--- src/rtl/lifo_pop_streamer.sv ---
// lifo_pop_streamer: read-side master for the 8-deep LIFO stack.
// Accepts burst-pop commands, strobes the stack read port, captures popped
// bytes into a 2-entry output FIFO and presents them as a valid/ready stream
// with a last marker. Turns the stack's fixed one-cycle read latency and lack
// of back-pressure into a flow-controlled stream.
//
// Ports:
//   clk, rst                  clock, synchronous active-high reset
//   cmd_valid/cmd_ready       burst command handshake
//   cmd_len                   entries to pop, 0 = drain until stack empty
//   stk_rd                    pop strobe to stack rn (combinational)
//   stk_wr                    copy of stack wn (a write wins over a read)
//   stk_empty, stk_data       stack empty flag and read data
//   m_valid/m_ready/m_data/m_last   output stream
//   busy                      command accepted, last beat not yet consumed
//   underrun                  sticky: nonzero burst ended early on empty stack
//   pop_count                 issued-pop statistics counter
//
// Optional build macro LIFO_POP_STATS_EN: when defined, pop_count is a
// saturating 16-bit count of issued pops; otherwise it is tied to zero.

module lifo_pop_streamer #(
    parameter int unsigned W    = 8,
    parameter int unsigned LENW = 4
) (
    input  logic            clk,
    input  logic            rst,
    input  logic            cmd_valid,
    output logic            cmd_ready,
    input  logic [LENW-1:0] cmd_len,
    output logic            stk_rd,
    input  logic            stk_wr,
    input  logic            stk_empty,
    input  logic [W-1:0]    stk_data,
    output logic            m_valid,
    input  logic            m_ready,
    output logic [W-1:0]    m_data,
    output logic            m_last,
    output logic            busy,
    output logic            underrun,
    output logic [15:0]     pop_count
);

    typedef enum logic [1:0] {
        S_IDLE  = 2'd0,
        S_POP   = 2'd1,
        S_FLUSH = 2'd2
    } state_t;

    state_t          state_q;
    logic [LENW-1:0] remaining_q;
    logic            drain_q;
    logic            inflight_q;       // a pop was issued last cycle; data on stk_data now
    logic            term_inflight_q;  // that pop was the terminating one
    logic            underrun_q;
    logic            busy_q;

    logic [W-1:0]    fifo_data_q [2];
    logic [1:0]      fifo_last_q;
    logic            wr_ptr_q;
    logic            rd_ptr_q;
    logic [1:0]      count_q;
    logic [1:0]      count_d;

    logic            fifo_wr;
    logic            fifo_rd;
    logic            cap_last;
    logic            term_pop;
    logic            credit_ok;
    logic            flush_done;
    logic [2:0]      credit_use;

    // Output FIFO head and handshake
    assign m_valid  = (count_q != 2'd0);
    assign fifo_rd  = m_valid && m_ready;
    assign fifo_wr  = inflight_q;
    assign m_data   = m_valid ? fifo_data_q[rd_ptr_q] : '0;
    assign m_last   = m_valid && fifo_last_q[rd_ptr_q];
    assign count_d  = count_q + 2'(fifo_wr) - 2'(fifo_rd);

    // stk_empty in the capture cycle already reflects the pop being captured
    assign cap_last = term_inflight_q || stk_empty;

    // Credit counts the beat leaving this cycle so a full-rate stream never stalls
    assign credit_use = 3'(count_q) - 3'(fifo_rd) + 3'(inflight_q);
    assign credit_ok  = (credit_use < 3'd2);

    assign term_pop = !drain_q && (remaining_q == LENW'(1));

    // Pop strobe must react to stk_wr in the same cycle, so it is combinational
    assign stk_rd = (state_q == S_POP) && !stk_empty && !stk_wr && credit_ok
                    && !term_inflight_q;

    // Leave FLUSH in the same cycle the final beat is taken
    assign flush_done = !inflight_q &&
                        ((count_q == 2'd0) || ((count_q == 2'd1) && fifo_rd));

    assign cmd_ready = (state_q == S_IDLE) && !rst;
    assign busy      = busy_q;
    assign underrun  = underrun_q;

    // Control FSM, pop accounting and output FIFO
    always_ff @(posedge clk) begin
        if (rst) begin
            state_q         <= S_IDLE;
            remaining_q     <= '0;
            drain_q         <= 1'b0;
            inflight_q      <= 1'b0;
            term_inflight_q <= 1'b0;
            underrun_q      <= 1'b0;
            busy_q          <= 1'b0;
            fifo_data_q[0]  <= '0;
            fifo_data_q[1]  <= '0;
            fifo_last_q     <= 2'b00;
            wr_ptr_q        <= 1'b0;
            rd_ptr_q        <= 1'b0;
            count_q         <= 2'd0;
        end else begin
            if (fifo_wr) begin
                fifo_data_q[wr_ptr_q] <= stk_data;
                fifo_last_q[wr_ptr_q] <= cap_last;
                wr_ptr_q              <= ~wr_ptr_q;
            end
            if (fifo_rd) begin
                rd_ptr_q <= ~rd_ptr_q;
            end
            count_q         <= count_d;
            inflight_q      <= stk_rd;
            term_inflight_q <= stk_rd && term_pop;

            if (stk_rd && !drain_q) begin
                remaining_q <= remaining_q - LENW'(1);
            end

            case (state_q)
                S_IDLE: begin
                    if (cmd_valid) begin
                        remaining_q <= cmd_len;
                        drain_q     <= (cmd_len == '0);
                        underrun_q  <= 1'b0;
                        busy_q      <= 1'b1;
                        state_q     <= S_POP;
                    end
                end
                S_POP: begin
                    if (!inflight_q && stk_empty) begin
                        // Nothing to pop at all: finish without emitting beats
                        underrun_q <= !drain_q;
                        if (count_q == 2'd0) begin
                            busy_q  <= 1'b0;
                            state_q <= S_IDLE;
                        end else begin
                            state_q <= S_FLUSH;
                        end
                    end else if (inflight_q && stk_empty) begin
                        // Captured beat emptied the stack: it carries last
                        if (!drain_q && !term_inflight_q) begin
                            underrun_q <= 1'b1;
                        end
                        state_q <= S_FLUSH;
                    end else if (stk_rd && term_pop) begin
                        state_q <= S_FLUSH;
                    end
                end
                S_FLUSH: begin
                    if (flush_done) begin
                        busy_q  <= 1'b0;
                        state_q <= S_IDLE;
                    end
                end
                default: begin
                    state_q <= S_IDLE;
                end
            endcase
        end
    end

`ifdef LIFO_POP_STATS_EN
    logic [15:0] pop_count_q;

    // Saturating issued-pop counter
    always_ff @(posedge clk) begin
        if (rst) begin
            pop_count_q <= 16'd0;
        end else if (stk_rd && (pop_count_q != 16'hFFFF)) begin
            pop_count_q <= pop_count_q + 16'd1;
        end
    end

    assign pop_count = pop_count_q;
`else
    assign pop_count = 16'd0;
`endif

endmodule

--- config.mk ---
export PLATFORM = sky130hd
export DESIGN_NAME = lifo_pop_streamer
export DESIGN_NICKNAME = d
export VERILOG_FILES = /design/src/rtl/lifo_pop_streamer.sv
export SDC_FILE = /design/constraint.sdc
export NUM_CORES = 1
export LEC_CHECK = 0
export CAP_MARGIN = 15
export CORE_MARGIN = 5
export CORE_UTILIZATION = 35
export DETAILED_ROUTE_END_ITERATION = 7
export GPL_TIMING_DRIVEN = 0
export SLEW_MARGIN = 20
export SYNTH_ARGS = -nofsm -noshare
export SYNTH_HDL_FRONTEND = slang
export SYNTH_SLANG_ARGS = --single-unit
--- constraint.sdc ---
create_clock -name clk -period 4.5 [get_ports clk]
set_input_delay 0.675 -clock clk [delete_from_list [all_inputs] [get_ports clk]]
set_output_delay 0.675 -clock clk [all_outputs]
set_load 0.02 [all_outputs]
==> impl_metrics.py <==
metrics = {
    "placed_design": {
        "numPortBuffers": 31,
        "dpl.cell_count": 296,
        "dpl.hpwl_um": 2750,
        "gp_congestion": 0.794,
    },
    "sta": {
        "slew_violations": 0,
        "fin_crit_ns": 4.15,
        "fmax_mhz": 241,
        "finalClockSkew_ns": 0.00505,
        "setup_violations": 0,
        "tns_ns": 0,
        "tightest_slew_ns": 0.624,
        "period_share": 0.922,
        "rsz0062_at_grt": "no",
        "hold_violations": 0,
        "relSlewSlack": 0.584,
    },
    "global_routing": {
        "grt_pass1_wl_um": 6160,
        "overflow": 0,
        "grt_pass1_vias": 1329,
        "antenna_found_initial": 0,
        "grt_max_degree": 11,
        "grt.total_usage": 0.111,
    },
    "cells_and_area": {
        "nFillCells": 506,
        "drive_gt1_frac": 0.158,
        "antennaDiodeCount": 0,
        "nNetsFinal": 259,
        "register_area_um2": 841,
        "multi_input_area_um2": 891,
        "syn_to_final_growth_pct": 29.3,
        "fin_cells": 304,
    },
    "floorplan": {
        "row_count": 26,
        "fp.dieArea_mm2": 0.00689,
        "dieHeight_um": 83.0,
        "core_mm2": 0.00514,
        "ios": 48,
        "start_util": 0.363,
        "fp.dieW_um": 83.0,
    },
    "min_path": {
        "hold_depth": 2,
        "worstHoldPathType": "reg2reg",
    },
    "logic_synthesis": {
        "syn_inst": 180,
        "synthMuxAreaShare": 0.0544,
        "synth_adder_area_share": 0.0577,
        "syn_avg_cell_area_um2": 10.4,
        "synth_top_family_by_area": "simple AND/OR/NAND/NOR gates",
        "ys_warn_count": 0,
        "synth_compound_area_frac": 0.0933,
        "async_flop_share": 0,
        "ys.flop_type": "dfxtp_1",
        "ys_ff_latch": 34,
        "synth_edf_count": 16,
        "netlist_area_mm2": 0.00186,
        "synth-xor-area-share": 0.0322,
        "synth_cell_types": 47,
        "ys_seq_area_frac": 0.451,
        "synth_simple_gate_area_share": 0.208,
    },
    "worst_setup_path": {
        "start_kind": "primary input",
        "worst_ep_arrival_time_ns": 3.47,
        "cpPeakStageDelay_ns": 0.59,
        "crit_required_ns": 3.83,
        "crit_type": "in2out",
        "worstPathCellList": "clkdlybuf4s50_1 > nor2b_1 > ha_1 > inv_1 > ha_1 > inv_1 > fa_1 > nor3b_4 > nand3b_1 > inv_1 > clkdlybuf4s50_1",
        "cpMostUsedCell": "inv_1",
        "cp_max_fo": 6,
        "cp_slowest_cell": "clkdlybuf4s50_1",
        "crit_path_end_kind": "output port",
        "r2r_cells": 11,
    },
    "clocking": {
        "clockBufferDepth": 2,
        "cts.sinks": 34,
        "clkLatencyLatePin_ns": 0.28,
        "cts_htree_levels": 2,
        "cts-root-buf": "clkbuf_8",
        "post-cts-setup-buffers": 0,
        "numCtsBuffers": 5,
        "cts.clk_slew.worst_paths_ns": 0.06,
        "cts_resized": 0,
        "holdBufCountCts": 0,
        "cts_tree": "done",
    },
    "outcome": {
        "outcome": "finished, final reports clean",
    },
    "power_and_ir_drop": {
        "power_density_mw_per_mm2": 468,
        "worst_ir_drop_vdd_mv": 0.205,
        "leakage_nw": 0.948,
    },
    "flow_run": {
        "drv_cap": 0,
    },
    "route": {
        "route.detailed.drc": 0,
        "avgViaCountPerCell": 4.40,
        "drt_first_pass_iters": 4,
        "drt-total-wl_um": 3610,
        "drt_iter0_drc": 30,
        "vias": 1337,
        "drtAntennaViolNets": 0,
        "wl_per_cell_um": 11.9,
    },
}
==> layer usage <==
metal  up-vias  share of wire  routed length (um)  global-route usage
met3         4          0.064                 230              0.0455
met1       600           0.46                1660               0.130
met5         -              0                   0                   0
met4         0          0.013                  46              0.0401
met2        39           0.46                1660               0.184
li1        694              -                   -                   -
==> layout by cell type, fill, tap and decap left out, drive strengths merged, types with 2 or more instances in the layout <==
master,Yosys,layout
a31o,2,2
and2,18,18
nand2b,2,2
xnor2,4,4
nor3b,3,3
nor2,19,19
nand4,3,3
a211oi,4,4
nor4b,2,2
dfxtp,18,18
a31oi,2,2
edfxtp,16,16
clkbuf,2,9
nand3,2,2
xor2,2,2
a21oi,2,2
mux2i,9,9
ha,7,7
a21o,2,2
o21ai,6,6
inv,13,13
clkdlybuf4s50,0,31
nor2b,4,4
nand2,4,4
buf,19,19
nor3,3,3
conb,1,16
==> area by class of cell <==
| type | count | area share |
|---|---|---|
| well taps | 70 | 0.0363 |
| flip-flops and latches | 34 | 0.349 |
| inverters | 13 | 0.0202 |
| repair buffers | 31 | 0.129 |
| multi-input cells | 127 | 0.370 |
| clock buffers | 7 | 0.0358 |
| plain buffers | 21 | 0.0582 |
| clock inverters | 1 | 0.00208 |
==> per-stage QoR <==
| step | setup slack (ns) | hold WS [ns] | instance area [um2] | util | power, W |
|---|---|---|---|---|---|
| 2_1_floorplan | 1.51 | 0.434 | 1920 | - | 0.000757 |
| 3_3_place_gp | 0.314 | 0.446 | 2320 | 0.451 | 0.000905 |
| 3_5_place_dp | 0.324 | 0.446 | 2320 | 0.451 | 0.000905 |
| 4_1_cts | 0.325 | 0.459 | 2410 | 0.469 | 0.00114 |
| 5_1_grt | 0.153 | 0.505 | 2410 | 0.469 | 0.00120 |
| 6_report | 0.351 | 0.459 | 2410 | 0.469 | 0.00113 |
==> cell usage after synthesis (2+ instances only) <==
cell,number,area share
ha_1,7,0.047
clkbuf_1,2,0.0040
a31oi_1,2,0.0067
nand3_1,2,0.0054
nand2_1,4,0.0081
nand4_1,3,0.010
nor4b_2,2,0.016
xnor2_1,3,0.014
buf_4,16,0.064
nand2b_1,2,0.0067
a211oi_1,4,0.016
nor2_1,19,0.038
inv_2,2,0.0040
a21o_1,2,0.0081
and2_1,18,0.060
inv_1,11,0.022
edfxtp_1,16,0.26
xor2_1,2,0.0094
buf_1,2,0.0040
dfxtp_1,18,0.19
nor3_2,2,0.011
o21ai_1,2,0.0054
nor2b_1,4,0.013
o21ai_0,4,0.011
mux2i_1,9,0.048
==> sequential cells by signal, indices dropped and copies added, names as in the netlist, named ones only <==
signal	flops
busy	1
count_q	2
drain_q	1
fifo_data_q	16
fifo_last_q	2
fifo_wr	1
rd_ptr_q	1
remaining_q	4
state_q	2
term_inflight_q	1
underrun	1
wr_ptr_q	1
==> power by group <==
part           internal, W  switching (W)
clock             0.000123       0.000109
combinational     0.000228       0.000260
sequential        0.000373      0.0000358
total             0.000724       0.000405
==> worst max-delay path: cells and delay by family <==
kind	cells	cell delay, ns
buffers and inverters	5	1.24
adders and majority gates	3	0.90
and+or+nand+nor	3	0.66
==> final timing paths <==
check	from	endpoint	slack (ns)
worst max-delay path	m_ready	stk_rd	0.35
worst min-delay path	fifo_last_q[0]$_SDFFE_PP0P_	fifo_last_q[0]$_SDFFE_PP0P_	0.46
worst max register to register	count_q[1]$_SDFF_PP0_	state_q[0]$_SDFFE_PP0P_	1.59
worst min register to register	fifo_last_q[0]$_SDFFE_PP0P_	fifo_last_q[0]$_SDFFE_PP0P_	0.46
==> cells by family after synthesis <==
| kind of cell | Yosys count |
|---|---|
| simple gates | 64 |
| flops | 34 |
| buf+inv | 34 |
| compound gates | 23 |
| mux | 10 |
| fa+ha+maj | 8 |
| xor+xnor | 6 |
| other cells | 1 |
Note: power is estimated with default switching activity, not from simulation.
